--- config.mk ---
export PLATFORM = sky130hd
export DESIGN_NAME = dual_issue_stage
export DESIGN_NICKNAME = d
export VERILOG_FILES = /design/src/rtl/dual_issue_stage.sv
export SDC_FILE = /design/constraint.sdc
export NUM_CORES = 1
export LEC_CHECK = 0
export ABC_AREA = 0
export BUFFER_PORTS_ARGS = -buffer_cell sky130_fd_sc_hd__buf_2
export CAP_MARGIN = 20
export CORE_MARGIN = 2
export CORE_UTILIZATION = 52
export DETAILED_ROUTE_END_ITERATION = 10
export MAX_ROUTING_LAYER = met4
export PLACE_DENSITY = 0.79
export RECOVER_POWER = 50
export SKIP_LAST_GASP = 1
export SYNTH_ARGS = -nofsm -noshare
export SYNTH_HDL_FRONTEND = slang
export SYNTH_SLANG_ARGS = --single-unit
--- constraint.sdc ---
create_clock -name clk -period 8.15 [get_ports clk]
set_clock_uncertainty 0.1 [all_clocks]
set_input_delay 0.815 -clock clk [delete_from_list [all_inputs] [get_ports clk]]
set_output_delay 0.815 -clock clk [all_outputs]
set_load 0.02 [all_outputs]
--- src/rtl/dual_issue_stage.sv ---
// Two-wide in-order decode/issue stage with a register scoreboard.
// Issues 0, 1 or 2 instructions per cycle from the queue head pair into two registered slots.
module dual_issue_stage #(
    parameter int NREG  = 32,
    parameter int CNT_W = 32
) (
    input  logic             clk,
    input  logic             reset,
    input  logic [31:0]      instr_a,
    input  logic [31:0]      instr_b,
    output logic [1:0]       shift_count,
    output logic             iss0_valid,
    input  logic             iss0_ready,
    output logic [2:0]       iss0_op,
    output logic [4:0]       iss0_rd,
    output logic [4:0]       iss0_rs1,
    output logic [4:0]       iss0_rs2,
    output logic [31:0]      iss0_imm,
    output logic             iss1_valid,
    input  logic             iss1_ready,
    output logic [2:0]       iss1_op,
    output logic [4:0]       iss1_rd,
    output logic [4:0]       iss1_rs1,
    output logic [4:0]       iss1_rs2,
    output logic [31:0]      iss1_imm,
    input  logic             wb0_valid,
    input  logic [4:0]       wb0_rd,
    input  logic             wb1_valid,
    input  logic [4:0]       wb1_rd,
    output logic [CNT_W-1:0] issued_cnt
);

    localparam logic [2:0] OP_LOAD    = 3'd1;
    localparam logic [2:0] OP_ADD     = 3'd2;
    localparam logic [2:0] OP_MUL     = 3'd3;
    localparam logic [2:0] OP_ADDI    = 3'd4;
    localparam logic [2:0] OP_ILLEGAL = 3'd7;

    typedef struct packed {
        logic [2:0]  op;
        logic [4:0]  rd;
        logic [4:0]  rs1;
        logic [4:0]  rs2;
        logic [31:0] imm;
    } pkt_t;

    function automatic pkt_t decode(input logic [31:0] ins);
        pkt_t d;
        d.op  = OP_ILLEGAL;
        d.rd  = '0;
        d.rs1 = '0;
        d.rs2 = '0;
        d.imm = '0;
        case (ins[6:0])
            7'b0000011, 7'b0010011: begin
                d.op  = (ins[6:0] == 7'b0000011) ? OP_LOAD : OP_ADDI;
                d.rd  = ins[11:7];
                d.rs1 = ins[19:15];
                d.rs2 = ins[24:20];
                d.imm = {{20{ins[31]}}, ins[31:20]};
            end
            7'b0110011: begin
                if (ins[14:12] == 3'b000 &&
                    (ins[31:25] == 7'b0000000 || ins[31:25] == 7'b0000001)) begin
                    d.op  = ins[25] ? OP_MUL : OP_ADD;
                    d.rd  = ins[11:7];
                    d.rs1 = ins[19:15];
                    d.rs2 = ins[24:20];
                end
            end
            default: ;
        endcase
        return d;
    endfunction

    function automatic logic is_rtype(input pkt_t d);
        return (d.op == OP_ADD) || (d.op == OP_MUL);
    endfunction

    logic [NREG-1:0] busy;
    logic [NREG-1:0] busy_set;
    logic [NREG-1:0] busy_clr;
    logic [NREG-1:0] busy_next;

    pkt_t dec_a;
    pkt_t dec_b;
    pkt_t slot0;
    pkt_t slot1;

    logic slot0_free;
    logic slot1_free;
    logic hazard_a;
    logic hazard_b;
    logic pair_dep;
    logic issue_a;
    logic issue_b;

    assign dec_a = decode(instr_a);
    assign dec_b = decode(instr_b);

    assign slot0_free = !iss0_valid || iss0_ready;
    assign slot1_free = !iss1_valid || iss1_ready;

    // Hazards use only the registered scoreboard; a writeback this cycle frees the register next cycle
    assign hazard_a = busy[dec_a.rs1] | (is_rtype(dec_a) & busy[dec_a.rs2]) | busy[dec_a.rd];
    assign hazard_b = busy[dec_b.rs1] | (is_rtype(dec_b) & busy[dec_b.rs2]) | busy[dec_b.rd];

    assign pair_dep = (dec_a.rd != 5'd0) &&
                      ((dec_a.rd == dec_b.rs1) ||
                       (is_rtype(dec_b) && (dec_a.rd == dec_b.rs2)) ||
                       (dec_a.rd == dec_b.rd));

    assign issue_a     = !reset && slot0_free && !hazard_a;
    assign issue_b     = issue_a && slot1_free && !hazard_b && !pair_dep;
    assign shift_count = {1'b0, issue_a} + {1'b0, issue_b};

    // Set is applied after clear so an issue to a register being written back keeps it busy
    always_comb begin
        busy_set = '0;
        busy_clr = '0;
        if (wb0_valid) busy_clr[wb0_rd] = 1'b1;
        if (wb1_valid) busy_clr[wb1_rd] = 1'b1;
        if (issue_a)   busy_set[dec_a.rd] = 1'b1;
        if (issue_b)   busy_set[dec_b.rd] = 1'b1;
        busy_next    = (busy & ~busy_clr) | busy_set;
        busy_next[0] = 1'b0;
    end

    always_ff @(posedge clk) begin
        if (reset) begin
            busy       <= '0;
            issued_cnt <= '0;
            iss0_valid <= 1'b0;
            iss1_valid <= 1'b0;
            slot0      <= '0;
            slot1      <= '0;
        end else begin
            busy       <= busy_next;
            issued_cnt <= issued_cnt + CNT_W'(shift_count);
            if (issue_a) begin
                slot0      <= dec_a;
                iss0_valid <= 1'b1;
            end else if (iss0_ready) begin
                iss0_valid <= 1'b0;
            end
            if (issue_b) begin
                slot1      <= dec_b;
                iss1_valid <= 1'b1;
            end else if (iss1_ready) begin
                iss1_valid <= 1'b0;
            end
        end
    end

    assign iss0_op  = slot0.op;
    assign iss0_rd  = slot0.rd;
    assign iss0_rs1 = slot0.rs1;
    assign iss0_rs2 = slot0.rs2;
    assign iss0_imm = slot0.imm;
    assign iss1_op  = slot1.op;
    assign iss1_rd  = slot1.rd;
    assign iss1_rs1 = slot1.rs1;
    assign iss1_rs2 = slot1.rs2;
    assign iss1_imm = slot1.imm;

endmodule

## Word-level counts from Yosys, hierarchy flattened

Index checks and enable logic that the tools add are counted.

| word-level totals | value |
|---|---|
| flip-flop bits (word level) | 166 |
| input bits | 80 |
| output and inout port bits | 136 |
| logic and storage cells | 129 |

| cells by class | value |
|---|---|
| add/sub/neg operators | 2 |
| order comparisons | 12 |
| eq/ne operators | 15 |
| mux-type cells | 38 |
| bitwise gates (word level) | 11 |
| reductions and logical operators | 36 |

Operators by type and width:

| cell | number |
|---|---|
| 32-bit two-way mux | 6 |
| 32-bit OR | 3 |
| 18-bit one-hot mux with 2 select lines | 2 |
| 5-bit by 6-bit less-than comparator with 1-bit output (second input constant) | 8 |
| 18-bit two-way mux | 2 |
| 32-bit by 2-bit adder with 32-bit output | 1 |
| 32-bit bitwise AND | 1 |
| 32-bit NOT | 1 |
| 1-bit binary-select mux with 5-bit select | 6 |
| 1-bit demux with 5-bit select | 4 |
| 5-bit by 1-bit >= comparator with 1-bit output (second input constant) | 4 |
| 1-bit two-way mux | 16 |
| 5-bit == test | 3 |
| 7-bit by 1-bit == test with 1-bit output (second input constant) | 2 |
| 7-bit by 2-bit == test with 1-bit output (second input constant) | 2 |
| 7-bit by 5-bit == test with 1-bit output (second input constant) | 2 |
| 7-bit by 6-bit == test with 1-bit output (second input constant) | 2 |
| 7-bit logical NOT | 2 |
| 1-bit logical AND | 13 |
| 3-bit by 2-bit == test with 1-bit output (second input constant) | 4 |
| 1-bit logical OR | 8 |
| 1-bit logical NOT | 6 |
| 3-bit logical NOT | 2 |
| 3-bit two-way mux | 2 |
| other kinds (6) | 12 |

## Logic depth before layout (Yosys ltp)

Gate-level depths: netlist of the first run.

| logic depth | value |
|---|---|
| word-level depth | 17 |
| mapped depth | 23 |
| depth with buffers taken out | 18 |

## Worst setup path before layout of the first run

No wires, ideal clock.

| timing path | value |
|---|---|
| path kind | input to register |
| start point | in instr_a[8] |
| end point | reg issued_cnt[28] |
| setup time | 0.128 ns |
| arrival | 5.559 ns |
| required time | 7.922 ns |
| path slack | 2.364 ns |
| stages | 22 |
| path buffers | 4 |
| cell sequence | buf_1 -> mux4_2 -> and3_1 -> a41oi_1 -> o2111ai_1 -> a311o_1 -> a21bo_1 -> buf_6 -> or4b_4 -> inv_2 -> buf_2 -> ha_1 -> ha_1 -> inv_1 -> fa_1 -> nor2b_1 -> clkbuf_1 -> nand3_1 -> nor2_1 -> nand3_1 -> xor2_1 -> nor2_1 |

| between the ends | value |
|---|---|
| word-level cells in the longest chain between the ends | 12 |
| elaborated cells on any way between the ends | 21 |
| classes of those cells | add/sub: 2; eq/ne: 3; mux: 4; bitwise: 1; reduce/logical: 11 |

Ends and longest elaborated chain:

| what | line | source |
|---|---|---|
| start: declaration | 9 | `input logic [31:0] instr_a,` |
| 18-bit two-way mux | 63 | `if (ins[14:12] == 3'b000 &&` |
| 18-bit one-hot mux with 2 select lines * | 54 | `case (ins[6:0])` |
| 1-bit binary-select mux with 5-bit select | 105 | `assign hazard_a = busy[dec_a.rs1] \| (is_rtype(dec_a) & busy[dec_a.rs2]) \| busy[dec_a.rd];` |
| 1-bit two-way mux (not written as such) | 105 |  |
| 1-bit OR | 105 |  |
| 1-bit logical NOT | 113 | `assign issue_a = !reset && slot0_free && !hazard_a;` |
| 1-bit logical AND | 113 |  |
| 1-bit logical AND (2 in a row) | 114 | `assign issue_b = issue_a && slot1_free && !hazard_b && !pair_dep;` |
| 1-bit logical AND * | 114 |  |
| net issue_b | 96 | `logic issue_b;` |
| 1-bit by 1-bit adder with 2-bit output * | 115 | `assign shift_count = {1'b0, issue_a} + {1'b0, issue_b};` |
| net shift_count[0] | 11 | `output logic [1:0] shift_count,` |
| 32-bit by 2-bit adder with 32-bit output * | 139 | `issued_cnt <= issued_cnt + CNT_W'(shift_count);` |
| end signal: assignment | 139 |  |
| end: declaration | 30 | `output logic [CNT_W-1:0] issued_cnt` |

Mark *: on every way through the listed nets, which the timed path passes. The rest lies on a longest branch. The select of a mux whose other input is x is not followed.
A chain may end at the register's enable or synchronous reset.

## Final worst setup path of the first run

| timing path | value |
|---|---|
| start point | in instr_b[28] |
| end point | reg issued_cnt[30] |

| between the ends | value |
|---|---|
| word-level cells in the longest chain between the ends | 15 |
| elaborated cells on any way between the ends | 31 |
| classes of those cells | add/sub: 2; eq/ne: 6; mux: 8; bitwise: 3; reduce/logical: 12 |

Ends and longest elaborated chain:

| what | line | source |
|---|---|---|
| start: declaration | 10 | `input logic [31:0] instr_b,` |
| 7-bit by 1-bit == test with 1-bit output or 7-bit logical NOT (tied branches) | 64 | `(ins[31:25] == 7'b0000000 \|\| ins[31:25] == 7'b0000001)) begin` |
| 1-bit logical OR * | 64 |  |
| 1-bit logical AND * | 63 |  |
| 18-bit two-way mux * | 63 |  |
| 18-bit one-hot mux with 2 select lines * | 54 |  |
| 1-bit binary-select mux with 5-bit select or 3-bit by 2-bit == test with 1-bit output (tied branches) | 106, 77 |  |
| 1-bit two-way mux (not written as such) or 1-bit logical OR (tied branches) | 106, 77 |  |
| 1-bit bitwise AND or 1-bit logical AND (tied branches) | 106, 110 |  |
| 1-bit OR or 1-bit logical OR (tied branches) | 106, 109 |  |
| 1-bit OR or 1-bit logical OR (tied branches) | 106, 110 |  |
| 1-bit logical NOT or 1-bit logical AND (tied branches) | 114, 108 |  |
| 1-bit logical AND or 1-bit logical NOT (tied branches) | 114 |  |
| 1-bit logical AND * | 114 |  |
| 1-bit by 1-bit adder with 2-bit output * | 115 |  |
| 32-bit by 2-bit adder with 32-bit output * | 139 |  |

Mark *: on every way between the ends. The rest lies on a longest branch, timed or not. The select of a mux whose other input is x is not followed.

==> summary.md, run 1 <==
| Metric | Value |
|---|---|
| Critical path class | `primary input to register` |
| Most common cell in the netlist | `dfxtp_1` |
| Final Setup Violations | `0` |
| Post-synth ARST share | `0%` |
| Worst-margin pin slew | `1058 ps` |
| Hold Path Class | `register to register` |
| Worst r2r src | `busy[27]` |
| CTS Buffer Depth | `2` |
| WL met2 | `12.48 mm` |
| Seq/Total Area, Yosys | `29.87%` |
| Clk_lat worst skew | `430 ps` |
| Ys Warns | `0` |
| Core footprint | `15,830 µm²` |
| Crit end category | `register` |
| CP max FO | `38` |
| Die area | `17,140 µm²` |
| Cell Rows | `46` |
| Crit path buffers/inverters | `4` |
| Met3 WL | `3.348 mm` |
| All-Layer GR Usage | `32.92%` |
| Post-CTS Setup Inserts | `0` |
| Final WL | `28.16 mm` |
| Leading area contributor after synthesis | `dfxtp_1` |
| H-Tree Depth | `4` |
| # hold bufs at CTS | `0` |
| R2r endpoint | `issued_cnt[30]` |
| Netlist Area Pre-Place | `8377 µm²` |
| Minimum clock period after layout | `6546 ps` |
| Post-synth EDFFs | `0` |
| Top sig layer | `met4` |
| Remaining global-route overflow | `0` |
| CTS Buf Count | `17` |
| Hold Violations, Final | `0` |
| Critical path arrival | `6740 ps` |
| Setup slack, reg-to-reg | `2220 ps` |
| Peak VDD IR | `0.0001415 V` |
| # port buffers | `215` |
| Die Span Y | `130.9 µm` |
| CP startpoint kind | `primary input` |
| WHS Endpoint | `iss0_imm[5]` |
| Initial Util | `52.92%` |
| Fin crit share | `80.32%` |
| Delay-heaviest family, CP | `simple AND/OR/NAND/NOR gates` |
| Leakage power | `3.350 nW` |
| Number of global-route vias before repair | `7,926` |
| Yosys cell types | `75` |
| Residual DRC | `0` |
| Initial antenna violation count | `1` |
| Final ANT Viol Nets | `0` |
| Layout cells sized above 1 | `17.10%` |
| TritonCTS clock tree | `built` |
| Root Driver | `clkbuf_16` |
| Syn_nets | `1,101` |
| Hold_sp | `iss0_imm[5]` |
| NumNets Final | `1,223` |
| Unrepaired setup endpoints after global routing | `false` |
| Drt wl/cell | `20.56 µm` |
| Largest net degree at the start of global routing | `63` |
| Slew Viols, Final | `0` |
| Yosys top cell area share | `29.87%` |
| DP HPWL | `19.72 mm` |
| Placer Congestion | `0.9966` |
| Flop and latch count out of synthesis | `125` |
| Max-slew headroom | `28.92%` |
| Vias/cell | `6.488` |
| Worst Path Required | `8340 ps` |
| Pwr dens | `161.2 nW/µm²` |
| Hold Path Cell Cnt | `2` |
| Layout overhead on the synthesized area | `14.12%` |
| Top FF cell, synth | `dfxtp_1` |
| # clock sinks | `125` |
| Worst R2R Path Depth | `18` |
| Crit-path cells | `buf_2, or4_1, o41a_1, nor3_2, buf_4, a21oi_1, a2111oi_0, nor3_1, or4b_4, inv_2, ha_1, ha_1, inv_1, fa_1, nor2b_1, nand3_1, nor2_1, nand3_1, xor2_1, nor2_1` |
| WL met1 | `10.91 mm` |
| Cells after Synth | `1,017` |
| DP Cell Count | `1,335` |
| # IOs | `216` |
| Peak Freq | `152.8 MHz` |
| Clock-pin slew on the worst setup and hold paths | `60 ps` |
| Slowest cell on crit path | `or4b_4` |
| Final non-filler cell total | `1,370` |
| DR pass1 iterations | `6` |
| First-pass GRT wire length | `42.13 mm` |
| Result of the run | `finished, final reports clean` |
| Max-cap violation count | `0` |
| Post-Syn Area per Cell | `8.237 µm²` |
| Commonest cells in the netlist | `dfxtp_1 (125), nor2_1 (78), nand2_1 (76)` |
| Max incr delay on CP | `730 ps` |
| Detailed Route Iter0 Violations | `1,072` |
| Die W | `130.9 µm` |
| Top post-synthesis cells by area | `dfxtp_1 (30%), mux4_2 (8.3%), a21oi_1 (3.8%)` |
| Setup TNS | `0 ps` |
| Post-cts resize count | `0` |
| Vias after detailed routing | `8,889` |
-- worst max-delay path by stage --
stage / endpoint / slack [ps] / startpoint / cells past startpoint
after floorplan: issued_cnt[28] / 2360 / instr_a[8] / 22
after global placement: issued_cnt[22] / 1310 / instr_b[28] / 19
after detailed placement: issued_cnt[30] / 1140 / instr_b[28] / 19
after CTS: issued_cnt[30] / 1560 / instr_b[28] / 19
after global routing: issued_cnt[22] / 1330 / instr_a[27] / 19
final: issued_cnt[30] / 1600 / instr_b[28] / 20
-- registers in the layout, summed over array words and instances, names as in the netlist --
signal and count:
iss0_rd 5, iss1_imm 12, iss1_op 3, busy 31, iss1_rs1 5, iss0_op 3
iss1_rd 5, iss0_rs2 5, iss1_rs2 5, issued_cnt 32, iss0_rs1 5, iss0_valid 1
iss1_valid 1, iss0_imm 12
-- report_power, final --
| part | internal, W | total (W) | switching, W |
|---|---|---|---|
| clock network | 0.000430 | 0.000722 | 0.000292 |
| logic | 0.0000605 | 0.000195 | 0.000135 |
| registers | 0.000619 | 0.000624 | 0.00000502 |
| total | 0.00111 | 0.00154 | 0.000432 |
-- logic make-up after synthesis --
kind of cell,Yosys count,share of synthesized area [%]
compound gates,255,19.84
mux,61,12.01
buf+inv,145,8.678
fa+ha+maj,4,0.6871
xor+xnor,32,3.346
simple gates,395,25.57
flops,125,29.87
-- per-stage QoR --
step / power, W / setup slack (ps) / instance area (µm²) / util (%) / hold slack, ps
2_1_floorplan: 0.0007650 / 2364 / 8377 / - / 429.0
3_3_place_gp: 0.0008261 / 1313 / 9149 / 57.80 / 335.8
3_5_place_dp: 0.0008286 / 1142 / 9149 / 57.80 / 341.9
4_1_cts: 0.001542 / 1559 / 9709 / 61.34 / 350.2
5_1_grt: 0.001588 / 1332 / 9559 / 60.40 / 369.8
6_report: 0.001541 / 1604 / 9559 / 60.40 / 351.0
-- worst register-to-register path, stage by stage, from the launching register on --
cell       delay, ps
dfxtp_1          430
mux4_2           500
nand2b_1         150
a41oi_1          240
o2111ai_1        210
a311o_1          420
a21bo_1          240
or4b_4           760
inv_2            570
ha_1             260
ha_1             170
inv_1             50
fa_1             370
nor2b_1          450
nand3_1          140
nor2_1           390
nand3_1          150
xor2_1           150
nor2_1            60
-- metal layers --
layer / vias to the layer above / global-route usage, %
met5: - / -
met2: 641 / 49.26
met4: 0 / 17.33
li1: 4024 / -
met3: 126 / 9.243
met1: 4098 / 40.50
-- cells in the final DEF (no fill, tap or decap), drive strengths merged, types with 6 or more instances in the layout --
| cell | Yosys | final |
|---|---|---|
| mux2i | 24 | 24 |
| xnor2 | 9 | 9 |
| nand2 | 76 | 76 |
| or3 | 12 | 12 |
| nand3 | 66 | 66 |
| nand4 | 12 | 12 |
| nor2 | 78 | 78 |
| xor2 | 23 | 23 |
| buf | 65 | 91 |
| a31o | 17 | 17 |
| nor2b | 17 | 17 |
| o21ai | 44 | 44 |
| a211oi | 6 | 6 |
| inv | 25 | 28 |
| nor3 | 24 | 24 |
| nand3b | 12 | 12 |
| a21oi | 64 | 64 |
| or3b | 6 | 6 |
| clkbuf | 54 | 152 |
| o22ai | 35 | 35 |
| or4 | 6 | 6 |
| nor4 | 8 | 8 |
| o31ai | 7 | 7 |
| and3 | 25 | 25 |
| a31oi | 34 | 34 |
| nor3b | 29 | 29 |
| mux2 | 6 | 6 |
| dfxtp | 125 | 125 |
| mux4 | 31 | 31 |
| o211ai | 6 | 6 |
-- cell type report --
cell class	instances	area, µm²
repair buffers	222	968.4
diodes	2	5.005
clock inverters	11	110.1
flip-flops and latches	125	2502
multi-input cells	747	5155
well taps	216	270.3
clock buffers	21	450.4
inverters	26	97.59
fillers	1481	6269
Power figures use the tool's default switching activity.
==> inputs of run 2 (changes only) <==
==> constraint.sdc (replaced) <==
create_clock -name clk -period 6.4 [get_ports clk]
set_clock_uncertainty 0.1 [all_clocks]
set_input_delay 0.64 -clock clk [delete_from_list [all_inputs] [get_ports clk]]
set_output_delay 0.64 -clock clk [all_outputs]
set_load 0.02 [all_outputs]
==> run 2 against run 1 <==
Clock power grew 43%. Flip-flop and latch count is the same. Combinational power grew 29%. First-iteration DRC count grew 1.3%. Core utilization grew 0.64 points. Highest routed layer unchanged.
==> summary.md, run 2 (synthesis results as in run 1) <==
| Metric | Value |
|---|---|
| Result of the run | `finished, final reports clean` |
| Die Span Y | `130.9 µm (unchanged)` |
| Max-cap violation count | `0 (unchanged)` |
| Clock share of power | `49.6% (+2.7 points)` |
| Final non-filler cell total | `1,374 (+0.29%)` |
| Number of global-route vias before repair | `7,895 (-0.39%)` |
| Hold Path Cell Cnt | `2 (unchanged)` |
| Clk_lat worst skew | `430 ps (about the same)` |
| Max reg flops | `32 (unchanged)` |
| CP startpoint kind | `primary input` |
| Delay-heaviest family, CP | `simple AND/OR/NAND/NOR gates` |
| Final hold slack | `350.6 ps (-0.3840 ps)` |
| # IOs | `216 (unchanged)` |
| Final Setup Violations | `0 (unchanged)` |
| NumNets Final | `1,229 (+0.49%)` |
| WP depth | `20 (unchanged)` |
| CTS Buffer Depth | `2 (unchanged)` |
| # clock sinks | `125 (unchanged)` |
| Root Driver | `clkbuf_16` |
| Sw frac | `27.99% (-0.034 points)` |
| Unrepaired setup endpoints after global routing | `false` |
| Worst-margin pin slew | `1184 ps (+126.2 ps)` |
| Leading cell type in the layout, fill and taps excluded | `clkbuf_1` |
| Most frequent cells in the layout | `clkbuf_1 (130), dfxtp_1 (125), buf_2 (84)` |
| Crit-path cells | `buf_2, or4_1, o31ai_4, nand3_1, xor2_1, o41a_1, o2111ai_1, or4b_4, inv_2, ha_1, ha_1, inv_1, fa_1, nor2b_1, buf_4, nand3_1, nor2_1, nand3_1, xor2_1, nor2_1` |
| Minimum clock period after layout | `5304 ps` |
| Sequential Power Share | `38.3% (-2.2 points)` |
| DR pass1 iterations | `6 (unchanged)` |
| Post-CTS Setup Inserts | `0 (unchanged)` |
| Largest Register | `issued_cnt` |
| Fin crit share | `82.87%` |
| CTS Buf Count | `17 (unchanged)` |
| Largest net degree at the start of global routing | `63 (unchanged)` |
| # port buffers | `215 (unchanged)` |
| Crit path buffers/inverters | `4 (unchanged)` |
| # diodes | `0 (-2)` |
| H-Tree Depth | `4 (unchanged)` |
| Max incr delay on CP | `670 ps (-60 ps)` |
| Largest regs | `issued_cnt (32), busy (31)` |
| Remaining global-route overflow | `0 (unchanged)` |
| Hold Path Class | `register to register` |
| Residual DRC | `0 (unchanged)` |
| Area after DPL | `9201 µm² (+0.57%)` |
| Detailed Route Iter0 Violations | `1,086 (+1.3%)` |
| Hold Violations, Final | `0 (unchanged)` |
| Clock-pin slew on the worst setup and hold paths | `60 ps (about the same)` |
| Layout overhead on the synthesized area | `15.32%` |
| Worst R2R Path Depth | `18 (unchanged)` |
| Slowest cell on crit path | `or4_1` |
| Int Power | `0.001493 W (+35%)` |
| Core footprint | `15,830 µm² (unchanged)` |
| CP most frequent cell | `nand3_1` |
| DP HPWL | `20.20 mm (+2.4%)` |
| Post-cts resize count | `0 (unchanged)` |
| Leakage power | `3.423 nW (+2.2%)` |
| DP Cell Count | `1,342 (+0.52%)` |
| First-pass GRT wire length | `43.41 mm (+3.0%)` |
| Critical path class | `primary input to register` |
| Vias/cell | `6.401 (-1.3%)` |
| Vias after detailed routing | `8,795 (-1.1%)` |
| Peak Freq | `188.5 MHz` |
| Initial Util | `52.92% (unchanged)` |
| All-Layer GR Usage | `33.99% (+1.1 points)` |
| Initial antenna violation count | `0 (-1)` |
| Max-slew headroom | `20.44% (-8.5 points)` |
| Critical path arrival | `5490 ps (-1250 ps)` |
| TritonCTS clock tree | `built` |
| Final WL | `28.69 mm (+1.9%)` |
| Sw power | `0.0005804 W (+34%)` |
| Peak VDD IR | `0.0001699 V (+20%)` |
| Worst Path Required | `6590 ps (-1750 ps)` |
| Drt wl/cell | `20.88 µm (+1.6%)` |
| Cell Rows | `46 (unchanged)` |
| Placer Congestion | `1.066 (+7.0%)` |
| Core Util, Final | `61.04% (+0.64 points)` |
| Crit end category | `register` |
| Die area | `17,140 µm² (unchanged)` |
| Die W | `130.9 µm (unchanged)` |
| Setup TNS | `0 ps (unchanged)` |
| Layout cells sized above 1 | `17.79% (+0.69 points)` |
| Setup slack, reg-to-reg | `1520 ps (-700 ps)` |
| Slew Viols, Final | `0 (unchanged)` |
| Final Instance Area | `9661 µm² (+1.1%)` |
| Final ANT Viol Nets | `0 (unchanged)` |
| # hold bufs at CTS | `0 (unchanged)` |
| CP max FO | `10 (-74%)` |
| Comb pwr share | `12.2% (-0.5 points)` |
| Pwr dens | `214.6 nW/µm² (+33%)` |
[run 2: final timing paths]
| path | start | endpoint |
|---|---|---|
| worst max-delay path | instr_a[27] | issued_cnt[28] |
| worst min-delay path | iss0_imm[7] | iss0_imm[7] |
| worst min register to register | iss0_imm[7] | iss0_imm[7] |
| worst max register to register | busy[13] | issued_cnt[28] |
[run 2: per-layer routing]
layer | track usage (%) | routed length, µm | vias to the layer above
met5 | - | 0 | -
met4 | 16.21 | 1168 | 0
met3 | 9.691 | 3262 | 99
met2 | 49.85 | 12790 | 579
met1 | 43.25 | 11470 | 4090
li1 | - | - | 4027
[run 2: area by class of cell]
class                           count  area, µm²
Sequential cell                   125       2502
Fill cell                        1454       6167
Multi-Input combinational cell    747       5155
Inverter                           26      97.59
Clock inverter                     15      196.4
Clock buffer                       17      425.4
Tap cell                          216      270.3
Timing Repair Buffer              228       1013
[run 2: per-stage QoR]
step	power [W]	setup WS, ps
4_1_cts	0.002073	1140
6_report	0.002073	1096
5_1_grt	0.002140	824.6
3_5_place_dp	0.001059	767.1
2_1_floorplan	0.0009742	788.5
3_3_place_gp	0.001058	852.6
[run 2: power groups by stage]
stage                     Combinational [W]  Clock, W  Sequential (W)
after floorplan                    0.000153         0        0.000821
after global placement             0.000248         0        0.000810
after detailed placement           0.000248         0        0.000810
after CTS                          0.000250   0.00103        0.000793
after global routing               0.000272   0.00107        0.000795
final                              0.000252   0.00103        0.000794
[run 2: tightest hold or removal path: stages, from the launching register on]
cell and delay [ps]:
dfxtp_1 310, nand2_1 50, a21oi_1 50
